## src/rtl/put_controller_rr.sv

```systemverilog
// put_controller_rr: round-robin arbiter of NUM_CH producers onto one registered FIFO write port with stall counting
module put_controller_rr #(
    parameter int NUM_CH = 4,
    parameter int DATA_W = 8,
    parameter int CNT_W  = 8
) (
    input  logic                     clk,
    input  logic                     rst_n,
    input  logic [NUM_CH-1:0]        req_put,
    input  logic [NUM_CH*DATA_W-1:0] data_in,
    input  logic                     full,
    input  logic                     almost_full,
    input  logic                     stall_clr,
    output logic                     en_put,
    output logic [DATA_W-1:0]        data_out,
    output logic [NUM_CH-1:0]        ack_put,
    output logic [CNT_W-1:0]         stall_cnt
);
    localparam int PTR_W = NUM_CH > 1 ? $clog2(NUM_CH) : 1;

    logic [NUM_CH-1:0] eligible;
    logic              blocked;
    logic              grant_vld;
    logic [PTR_W-1:0]  rr_ptr;
    logic [PTR_W-1:0]  grant;
    logic [PTR_W-1:0]  idx;
    logic [DATA_W-1:0] ch_data [NUM_CH];

    for (genvar c = 0; c < NUM_CH; c++) begin : g_unpack
        assign ch_data[c] = data_in[c*DATA_W +: DATA_W];
    end

    // Pick the first eligible channel after rr_ptr; scanning farthest-first lets the nearest win
    always_comb begin
        eligible  = req_put & ~ack_put;
        blocked   = full | (almost_full & en_put);
        grant     = rr_ptr;
        idx       = rr_ptr;
        for (int i = NUM_CH; i >= 1; i--) begin
            idx = PTR_W'((int'(rr_ptr) + i) % NUM_CH);
            if (eligible[idx]) grant = idx;
        end
        grant_vld = |eligible && !blocked;
    end

    // Register the write port and advance the priority pointer on each grant
    always_ff @(posedge clk) begin
        if (!rst_n) begin
            en_put   <= 1'b0;
            ack_put  <= '0;
            data_out <= '0;
            rr_ptr   <= PTR_W'(NUM_CH - 1);
        end else begin
            en_put  <= grant_vld;
            ack_put <= grant_vld ? {{(NUM_CH-1){1'b0}}, 1'b1} << grant : '0;
            if (grant_vld) begin
                data_out <= ch_data[grant];
                rr_ptr   <= grant;
            end
        end
    end

    // Count cycles where someone wants to write but the FIFO cannot take it; clear wins
    always_ff @(posedge clk) begin
        if (!rst_n || stall_clr) stall_cnt <= '0;
        else if (|eligible && blocked && stall_cnt != '1) stall_cnt <= stall_cnt + CNT_W'(1);
    end
endmodule

```

## config.mk

```make
export PLATFORM = sky130hd
export DESIGN_NAME = put_controller_rr
export DESIGN_NICKNAME = d
export VERILOG_FILES = /design/src/rtl/put_controller_rr.sv
export SDC_FILE = /design/constraint.sdc
export NUM_CORES = 1
export LEC_CHECK = 0
export ABC_AREA = 0
export CORE_MARGIN = 3
export CORE_UTILIZATION = 36
export CTS_CLUSTER_SIZE = 25
export DETAILED_ROUTE_END_ITERATION = 10
export HOLD_SLACK_MARGIN = 0.08
export PLACE_DENSITY = 0.84
export RECOVER_POWER = 25
export SETUP_SLACK_MARGIN = 0.15
export SLEW_MARGIN = 30
export SYNTH_ARGS = -nofsm -noshare
export SYNTH_HDL_FRONTEND = slang
export SYNTH_SLANG_ARGS = --single-unit
```

## constraint.sdc

```tcl
create_clock -name clk -period 1.8 [get_ports clk]
set_input_delay 0.18 -clock clk [delete_from_list [all_inputs] [get_ports clk]]
set_output_delay 0.18 -clock clk [all_outputs]
set_load 0.02 [all_outputs]
```

==> results of run 1 <==
-- final cells by class --
type | count | area, µm²
timing repair buffer | 76 | 739
tap | 44 | 55.1
sequential | 23 | 470
fill | 270 | 1060
inverter | 1 | 3.75
clock buffer | 4 | 26.3
multi-input combinational | 110 | 820
-- worst min-delay path by stage --
stage                           start     endpoint  depth (start not counted)
after global placement    data_out[4]  data_out[4]                          2
after detailed placement  data_out[5]  data_out[5]                          2
final                           rst_n    rr_ptr[1]                          2
after global routing            rst_n    rr_ptr[1]                          2
after floorplan                 rst_n    rr_ptr[1]                          1
after CTS                       rst_n    rr_ptr[1]                          2
-- placed cells by master, fill, tap and decap left out, types with 2 or more instances in the layout --
| cell type | count |
|---|---|
| clkdlybuf4s50_1 | 52 |
| dfxtp_1 | 19 |
| nand2_1 | 13 |
| buf_4 | 13 |
| nand3_1 | 11 |
| nor2_1 | 9 |
| mux2i_1 | 9 |
| dlygate4sd3_1 | 9 |
| o21ai_0 | 8 |
| a21bo_1 | 8 |
| o211ai_1 | 8 |
| xor2_1 | 6 |
| nand4_1 | 5 |
| nand2b_1 | 3 |
| a21oi_1 | 3 |
| clkbuf_4 | 3 |
| and3_1 | 2 |
| and3_4 | 2 |
| nand2b_4 | 2 |
| nor2b_1 | 2 |
| nor3_4 | 2 |
| dfxtp_2 | 2 |
| dfxtp_4 | 2 |
-- sequential cells by signal, summed over array words and instances (netlist names) --
| name | flops |
|---|---|
| ack_put | 4 |
| data_out | 8 |
| en_put | 1 |
| rr_ptr | 2 |
| stall_cnt | 8 |
-- logic make-up after synthesis --
kind of cell	after synthesis	share of synthesized area, %
compound gates	33	19.5
xor+xnor	7	4.92
fa+ha+maj	1	1.00
buf+inv	6	2.01
flops	23	36.9
mux	12	9.74
simple gates	56	25.9
-- stage by stage --
stage          std cells  area, µm²  utilization (%)
6_report             258       2110             66.5
5_1_grt              258       2110             66.5
4_1_cts              253       2030             63.8
3_5_place_dp         249       2000             63.0
3_3_place_gp         249       2000             63.0
2_1_floorplan        138       1260                -
-- metal layers --
layer | part of all wire [%] | vias to the layer above | global-route usage (%) | wire length (µm)
met4 | 0.87 | 0 | 4.75 | 29
met5 | 0 | - | 0 | 0
li1 | - | 660 | - | -
met1 | 41 | 580 | 19.9 | 1370
met2 | 49 | 47 | 27.8 | 1640
met3 | 8.9 | 4 | 5.03 | 295
-- cell usage after synthesis, types with 2 or more instances --
cell type | number | area, µm²
buf_2 | 2 | 10.0
nand2b_1 | 3 | 18.8
clkbuf_1 | 2 | 7.51
nand2_1 | 13 | 48.8
and3_1 | 3 | 18.8
nand3_1 | 11 | 55.1
o21ai_0 | 8 | 40.0
o211ai_1 | 8 | 60.1
mux2i_1 | 11 | 110
o22ai_1 | 2 | 12.5
nor2b_1 | 2 | 12.5
nand2b_4 | 2 | 27.5
nor2_1 | 10 | 37.5
a21bo_1 | 8 | 80.1
nand4_1 | 5 | 31.3
a21oi_1 | 3 | 15.0
dfxtp_1 | 23 | 460
xor2_1 | 6 | 52.6
-- where the power goes --
group | internal (µW) | leakage (µW) | switching, µW
Sequential | 546 | 0.000189 | 26.5
Clock | 86.3 | 0.0000150 | 145
Combinational | 274 | 0.000622 | 225
-- worst max-delay path, delay by kind of cell, from the launching register on --
kind | cells | cell delay [ps]
buffers and inverters | 1 | 190
and+or+nand+nor | 3 | 700
AOI/OAI and AO/OA | 2 | 310
DFF | 1 | 370
-- what timing repair did --
| item | 4_1_cts | 5_1_grt |
|---|---|---|
| buffers inserted | 0 | 4 |
| endpoints found under the setup margin | 0 | 15 |
| hold buffers | 0 | 0 |
| resized for setup | 0 | 13 |
==> results.sh, run 1 <==
export IMPL_htreeDepth=1
export IMPL_synth_edff_count=0
export IMPL_portBuffers=61
export IMPL_end_kind="flip-flop"
export IMPL_ios=62
export IMPL_finalSetupViolations=0
export IMPL_ys_ff_latch=23
export IMPL_cts_sinks=23
export IMPL_worst_r2r_cell_count=6
export IMPL_cts_buffers=3
export IMPL_grt_max_degree=13
export IMPL_period_needed_ps=1670
export IMPL_p_leak_uw=0.000827
export IMPL_fmax_mhz=598
export IMPL_clockBufferDepth=2
export IMPL_startpoint_type="flip-flop"
export IMPL_drv_slew=0
export IMPL_max_stage_delay_ps=370
export IMPL_hold_path_class="input port to flip-flop"
export IMPL_dieHeight_um=64.8
export IMPL_mappedNetlistArea_um2=1250
export IMPL_crit_chain="nand2b_1 -> nand4_1 -> nand2_1 -> buf_4 -> a21oi_1 -> a211o_1"
export IMPL_timing_final_hold_violations=0
export IMPL_grt_pass1_vias=1236
export IMPL_grt_setup_unrepaired="true"
export IMPL_cp_arrival_ps=1880
export IMPL_fin_nets=257
export IMPL_die_w_um=64.8
export IMPL_r2r_end="rr_ptr[0]"
export IMPL_clkTransAtPathRegs_ps=120
export IMPL_rows=20
export IMPL_worstSetupEndpoint="rr_ptr[0]"
export IMPL_grt_usage_pct=16.4
export IMPL_synth_cells=138
export IMPL_place_ws_ps=-67.0
export IMPL_dp_hpwl_um=2560
export IMPL_synthesis_nets=180
export IMPL_slew_headroom_pct=78.4
export IMPL_reg2reg_setup_slack_ps=130
export IMPL_async_reset_ff_share_pct=0
export IMPL_syn_to_final_growth_pct=69.7
export IMPL_clock_latency_ps=300
export IMPL_vias=1291
export IMPL_dieArea_um2=4200
export IMPL_hold_ws_ps=474
export IMPL_status="completed"
export IMPL_gp_congestion=0.853
export IMPL_worst_pin_slew_ps=323
export IMPL_power_uw=1300
export IMPL_wl_per_cell_um=12.9
export IMPL_route_detailed_drc=0
export IMPL_grt_ovfl_total=0
export IMPL_cp_max_fo=5
export IMPL_crit_start="ack_put[2]"
export IMPL_initial_core_util_pct=39.2
export IMPL_coreArea_um2=3180
export IMPL_ys_types=34
export IMPL_n_antenna_cell=0
export IMPL_finalSetupTns_ps=0
export IMPL_viasPerCell=5.00
export IMPL_timing_rr_start="ack_put[2]"
export IMPL_detail_route_antenna_nets=0
export IMPL_period_share_pct=92.9
export IMPL_path_class="flip-flop to flip-flop"
export IMPL_drive_gt1_share_pct=17.8
export IMPL_max_vdd_ir_drop_mv=0.333
export IMPL_syn_area_per_cell_um2=9.03
export IMPL_ys_dominant_reg_cell="dfxtp_1"
export IMPL_cts_tree="built"
export IMPL_antenna_found_initial=0
export IMPL_grt_first_pass_wirelength_um=5450
export IMPL_powerDensity_nw_per_um2=616
export IMPL_synth_warnings=0
export IMPL_first_pass_iters=4
export IMPL_cts_root_buf="clkbuf_4"
export IMPL_drt_wl_total_um=3330
export IMPL_crit_slowest_cell="dfxtp_1"
export IMPL_skew_ps=4.29
export IMPL_fin_ws_ps=128
export IMPL_ys_seq_area_share_pct=36.9
export IMPL_drtIter0Drc=39
export IMPL_max_cap_viol_count=0
export IMPL_cp_required_ps=2000
Note: power is estimated with default switching activity, not from simulation.
==> run 2, diff against run 1 <==
--- a/config.mk
+++ b/config.mk
@@ -6,6 +6,7 @@
 export NUM_CORES = 1
 export LEC_CHECK = 0
 export ABC_AREA = 0
+export CORE_ASPECT_RATIO = 0.9
 export CORE_MARGIN = 3
 export CORE_UTILIZATION = 36
 export CTS_CLUSTER_SIZE = 25
==> run 2 against run 1 <==
Die area is essentially flat. First-iteration DRC count is 120% higher. Critical path depth grew 2. Sequential share of layout area decreased by 0.21 points. Flip-flop and latch count unchanged. Register-to-register slack improved by 20 ps. Cell count shrank 0.39%. Critical endpoint is now stall_cnt[7].
==> results.sh, run 2 (same netlist as run 1, synthesis figures left out) <==
export IMPL_status="completed"
export IMPL_cts_buffers=3
export IMPL_final_cells=257
export IMPL_highest_layer="met4"
export IMPL_drive_gt1_share_pct=15.8
export IMPL_cp_arrival_ps=1800
export IMPL_pwr_share_seq_pct=40.9
export IMPL_cts_root_buf="clkbuf_8"
export IMPL_grt_first_pass_wirelength_um=5450
export IMPL_clockBufferDepth=2
export IMPL_power_uw=1400
export IMPL_fin_nets=258
export IMPL_cts_tree="built"
export IMPL_dpl_cell_area_um2=2010
export IMPL_largestRegisters="data_out x8, stall_cnt x8, ack_put x4"
export IMPL_end_kind="flip-flop"
export IMPL_final_cell_mix="51 x clkdlybuf4s50_1, 21 x dfxtp_1, 14 x buf_4"
export IMPL_wl_met1_um=1600
export IMPL_ios=62
export IMPL_gp_congestion=0.854
export IMPL_grt_usage_pct=17.1
export IMPL_viasPerCell=5.14
export IMPL_dp_hpwl_um=2660
export IMPL_max_vdd_ir_drop_mv=0.330
export IMPL_cts_hold_buf=0
export IMPL_max_stage_delay_ps=360
export IMPL_clockPowerShare_pct=23.4
export IMPL_switching_share_pct=30.1
export IMPL_period_needed_ps=1650
export IMPL_wl_per_cell_um=13.9
export IMPL_hold_ws_ps=472
export IMPL_drt_wl_total_um=3570
export IMPL_critical_path_top_delay_family="simple AND/OR/NAND/NOR gates"
export IMPL_grt_ovfl_total=0
export IMPL_worst_r2r_cell_count=8
export IMPL_crit_top_cell="and3_4"
export IMPL_htreeDepth=1
export IMPL_dr_wl_met3_um=325
export IMPL_wl_met2_um=1620
export IMPL_clock_latency_ps=270
export IMPL_dieHeight_um=61.8
export IMPL_fmax_mhz=605
export IMPL_dieArea_um2=4200
export IMPL_finalSetupTns_ps=0
export IMPL_grt_setup_unrepaired="true"
export IMPL_coreArea_um2=3190
export IMPL_switching_power_uw=421
export IMPL_antenna_found_initial=0
export IMPL_skew_ps=7.19
export IMPL_vias=1320
export IMPL_first_pass_iters=4
export IMPL_rows=19
export IMPL_route_detailed_drc=0
export IMPL_crit_chain="ha_4 -> and3_4 -> and3_4 -> nor3b_4 -> buf_6 -> nand4_1 -> xor2_1 -> nor2_1"
export IMPL_final_cell_area_um2=2120
export IMPL_crit_slowest_cell="dfxtp_4"
export IMPL_grt_max_degree=13
export IMPL_path_depth=8
export IMPL_slew_headroom_pct=78.6
export IMPL_cp_required_ps=1950
export IMPL_initial_core_util_pct=39.1
export IMPL_powerDensity_nw_per_um2=659
export IMPL_grt_pass1_vias=1177
export IMPL_dp_cells=248
export IMPL_drv_slew=0
export IMPL_finalSetupViolations=0
export IMPL_crit_buf_inv=1
export IMPL_die_w_um=68.0
export IMPL_mostFrequentLayoutCell="clkdlybuf4s50_1"
export IMPL_n_antenna_cell=0
export IMPL_hold_path_class="input port to flip-flop"
export IMPL_syn_to_final_growth_pct=70.4
export IMPL_path_class="flip-flop to flip-flop"
export IMPL_max_cap_viol_count=0
export IMPL_worst_pin_slew_ps=314
export IMPL_drtIter0Drc=86
export IMPL_timing_final_hold_violations=0
export IMPL_clkTransAtPathRegs_ps=90
export IMPL_startpoint_type="flip-flop"
export IMPL_detail_route_antenna_nets=0
export IMPL_comb_power_share_pct=35.8
export IMPL_cp_max_fo=8
export IMPL_internal_power_uw=977
export IMPL_period_share_pct=91.8
export IMPL_p_leak_uw=0.000844
export IMPL_portBuffers=61
export IMPL_cts_sinks=23
export IMPL_hold_depth=2
run 2: per-stage QoR:
| step | util, % | setup slack, ps |
|---|---|---|
| detailed placement | 63.0 | -118 |
| global route | 66.7 | 74.9 |
| CTS | 65.4 | 144 |
| floorplan | - | 160 |
| finish | 66.7 | 148 |
| global placement | 63.0 | -64.3 |
run 2: path summary, 6_finish.rpt:
check               start            to  slack, ps
max          stall_cnt[1]  stall_cnt[7]        150
min                 rst_n     rr_ptr[1]        470
max reg2reg  stall_cnt[1]  stall_cnt[7]        150
min reg2reg   data_out[5]   data_out[5]        480
run 2: power by group through the flow:
stage / Sequential (µW) / Combinational, µW / Clock, µW
after global routing: 577 / 538 / 344
final: 572 / 500 / 327
after CTS: 573 / 490 / 329
after floorplan: 622 / 198 / 0
after global placement: 585 / 475 / 0
after detailed placement: 585 / 481 / 0
run 2: final cells by class:
type | count | area [µm²]
repair buffers | 77 | 747
well taps | 42 | 52.6
multi-input cells | 110 | 807
fillers | 247 | 1060
inverters | 1 | 3.75
flip-flops and latches | 23 | 468
clock buffers | 4 | 45.0
run 2: routing by layer:
metal  global-route usage (%)  up-vias
met1                     23.6      592
met5                        0        -
li1                         -      660
met2                     26.8       64
met4                     5.95        0
met3                     3.42        4
run 2: repair_timing:
| action | CTS | global route |
|---|---|---|
| setup endpoints to repair | 2 | 15 |
| pin swaps | 2 | 5 |
| resized for setup | 3 | 4 |
| endpoints found under the hold margin | 0 | 0 |
| gates cloned | 0 | 1 |
| buffers inserted | 3 | 1 |
==> run 3, diff against run 2 <==
--- a/config.mk
+++ b/config.mk
@@ -6,9 +6,11 @@
 export NUM_CORES = 1
 export LEC_CHECK = 0
 export ABC_AREA = 0
+export CELL_PAD_IN_SITES_DETAIL_PLACEMENT = 1
+export CELL_PAD_IN_SITES_GLOBAL_PLACEMENT = 2
 export CORE_ASPECT_RATIO = 0.9
 export CORE_MARGIN = 3
-export CORE_UTILIZATION = 36
+export CORE_UTILIZATION = 20
 export CTS_CLUSTER_SIZE = 25
 export DETAILED_ROUTE_END_ITERATION = 10
 export HOLD_SLACK_MARGIN = 0.08
==> run 3 against run 2 <==
Clock power rose by 2%. Die area rose by 72%. Critical endpoint unchanged. Highest routed layer unchanged. Global-route usage fell by 5.9 points. Routed wire length rose by 19%. Combinational power increased by 1%.
==> results.sh, run 3 (same netlist as run 1, synthesis figures left out) <==
export IMPL_grt_ovfl_total=0
export IMPL_detail_route_antenna_nets=0
export IMPL_max_cap_viol_count=0
export IMPL_worst_pin_slew_ps=331
export IMPL_grt_pass1_vias=1347
export IMPL_cts_tree="built"
export IMPL_hold_ws_ps=479
export IMPL_slew_headroom_pct=77.9
export IMPL_cp_arrival_ps=1810
export IMPL_power_uw=1410
export IMPL_period_share_pct=91.8
export IMPL_hold_path_class="flip-flop to flip-flop"
export IMPL_cts_sinks=23
export IMPL_dpl_cell_area_um2=2060
export IMPL_crit_chain="ha_4 -> and3_4 -> and3_4 -> nor3b_4 -> buf_6 -> nand4_1 -> xor2_1 -> nor2_1"
export IMPL_htreeDepth=1
export IMPL_max_stage_delay_ps=370
export IMPL_skew_ps=2.42
export IMPL_crit_slowest_cell="dfxtp_4"
export IMPL_hold_path_startpoint="data_out[0]"
export IMPL_startpoint_type="flip-flop"
export IMPL_drt_wl_total_um=4260
export IMPL_max_vdd_ir_drop_mv=0.302
export IMPL_powerDensity_nw_per_um2=644
export IMPL_grt_first_pass_wirelength_um=6310
export IMPL_portBuffers=61
export IMPL_drv_slew=0
export IMPL_route_detailed_drc=0
export IMPL_place_ws_ps=-101
export IMPL_initial_core_util_pct=21.3
export IMPL_finalSetupTns_ps=0
export IMPL_timing_final_hold_violations=0
export IMPL_multiInputGateArea_um2=810
export IMPL_dieArea_um2=7220
export IMPL_syn_to_final_growth_pct=76.0
export IMPL_clkTransAtPathRegs_ps=90
export IMPL_die_w_um=89.2
export IMPL_drive_gt1_share_pct=19.2
export IMPL_crit_start="stall_cnt[0]"
export IMPL_status="completed"
export IMPL_clockBufferDepth=2
export IMPL_crit_top_cell="and3_4"
export IMPL_wl_per_cell_um=14.7
export IMPL_fmax_mhz=605
export IMPL_cts_root_buf="clkbuf_8"
export IMPL_period_needed_ps=1650
export IMPL_end_kind="flip-flop"
export IMPL_final_cell_mix="50 x clkdlybuf4s50_1, 21 x dfxtp_1, 17 x buf_4"
export IMPL_dp_hpwl_um=3240
export IMPL_p_leak_uw=0.000888
export IMPL_gp_congestion=0.760
export IMPL_coreArea_um2=5860
export IMPL_antenna_found_initial=0
export IMPL_cts_buffers=3
export IMPL_finalSetupViolations=0
export IMPL_cp_required_ps=1960
export IMPL_viasPerCell=4.64
export IMPL_dieHeight_um=80.9
export IMPL_grt_max_degree=14
export IMPL_path_class="flip-flop to flip-flop"
export IMPL_n_fill_cell=689
export IMPL_timing_rr_start="stall_cnt[0]"
export IMPL_largestRegisters="data_out x8, stall_cnt x8, ack_put x4"
export IMPL_first_pass_iters=4
export IMPL_vias=1340
export IMPL_seq_area_um2=468
export IMPL_drtIter0Drc=29
export IMPL_cp_max_fo=8
export IMPL_fin_ws_ps=147
export IMPL_n_antenna_cell=0
export IMPL_rows=26
export IMPL_fin_nets=262
export IMPL_ios=62
export IMPL_grt_usage_pct=11.2
export IMPL_grt_setup_unrepaired="true"
export IMPL_mostFrequentLayoutCell="clkdlybuf4s50_1"
export IMPL_clock_latency_ps=270
export IMPL_final_cell_area_um2=2190
-- run 3: repair_timing --
item | 4_1_cts | 5_1_grt
cloned | 0 | 1
pin swaps | 0 | 7
endpoints found under the hold margin | 0 | 0
setup buffers | 0 | 5
setup endpoints to repair | 4 | 14
resized for setup | 1 | 14
hold buffers | 0 | 0
-- run 3: layout make-up --
cell class | instances | share of cell area, %
timing repair buffer | 81 | 35.5
clock inverter | 1 | 0.228
inverter | 1 | 0.171
clock buffer | 3 | 1.88
multi-input combinational | 110 | 36.9
sequential | 23 | 21.3
tap | 70 | 3.99
-- run 3: metrics by stage --
step / utilization, % / instances
CTS: 36.1 / 283
detailed placement: 35.2 / 279
global route: 37.5 / 289
floorplan: - / 138
global placement: 35.2 / 279
finish: 37.5 / 289
-- run 3: worst max-delay path, delay by kind of cell (launching register included) --
family | cells | cell delay (ps)
buffers and inverters | 1 | 140
adder cells (fa/ha/maj) | 1 | 160
flip-flops | 1 | 370
XOR/XNOR | 1 | 160
AND/OR/NAND/NOR | 5 | 710
-- run 3: routing by layer --
metal / part of all wire, % / wire length (µm) / vias to the layer above / track usage (%)
li1: - / - / 664 / -
met1: 45 / 1910 / 630 / 14.8
met2: 49 / 2110 / 42 / 18.9
met3: 4.6 / 195 / 4 / 2.84
met4: 1.1 / 48 / 0 / 1.49
met5: 0 / 0 / - / 0
-- run 3: path summary, 6_finish.rpt --
kind             endpoint  slack (ps)  depth (start not counted)
min           data_out[0]         480                          2
max          stall_cnt[7]         150                          8
max reg2reg  stall_cnt[7]         150                          8
min reg2reg   data_out[0]         480                          2
-- run 3: report_power, final --
part	total (µW)	switching, µW	internal [µW]
sequential	573	28.8	545
clock	333	179	155
combinational	506	230	277
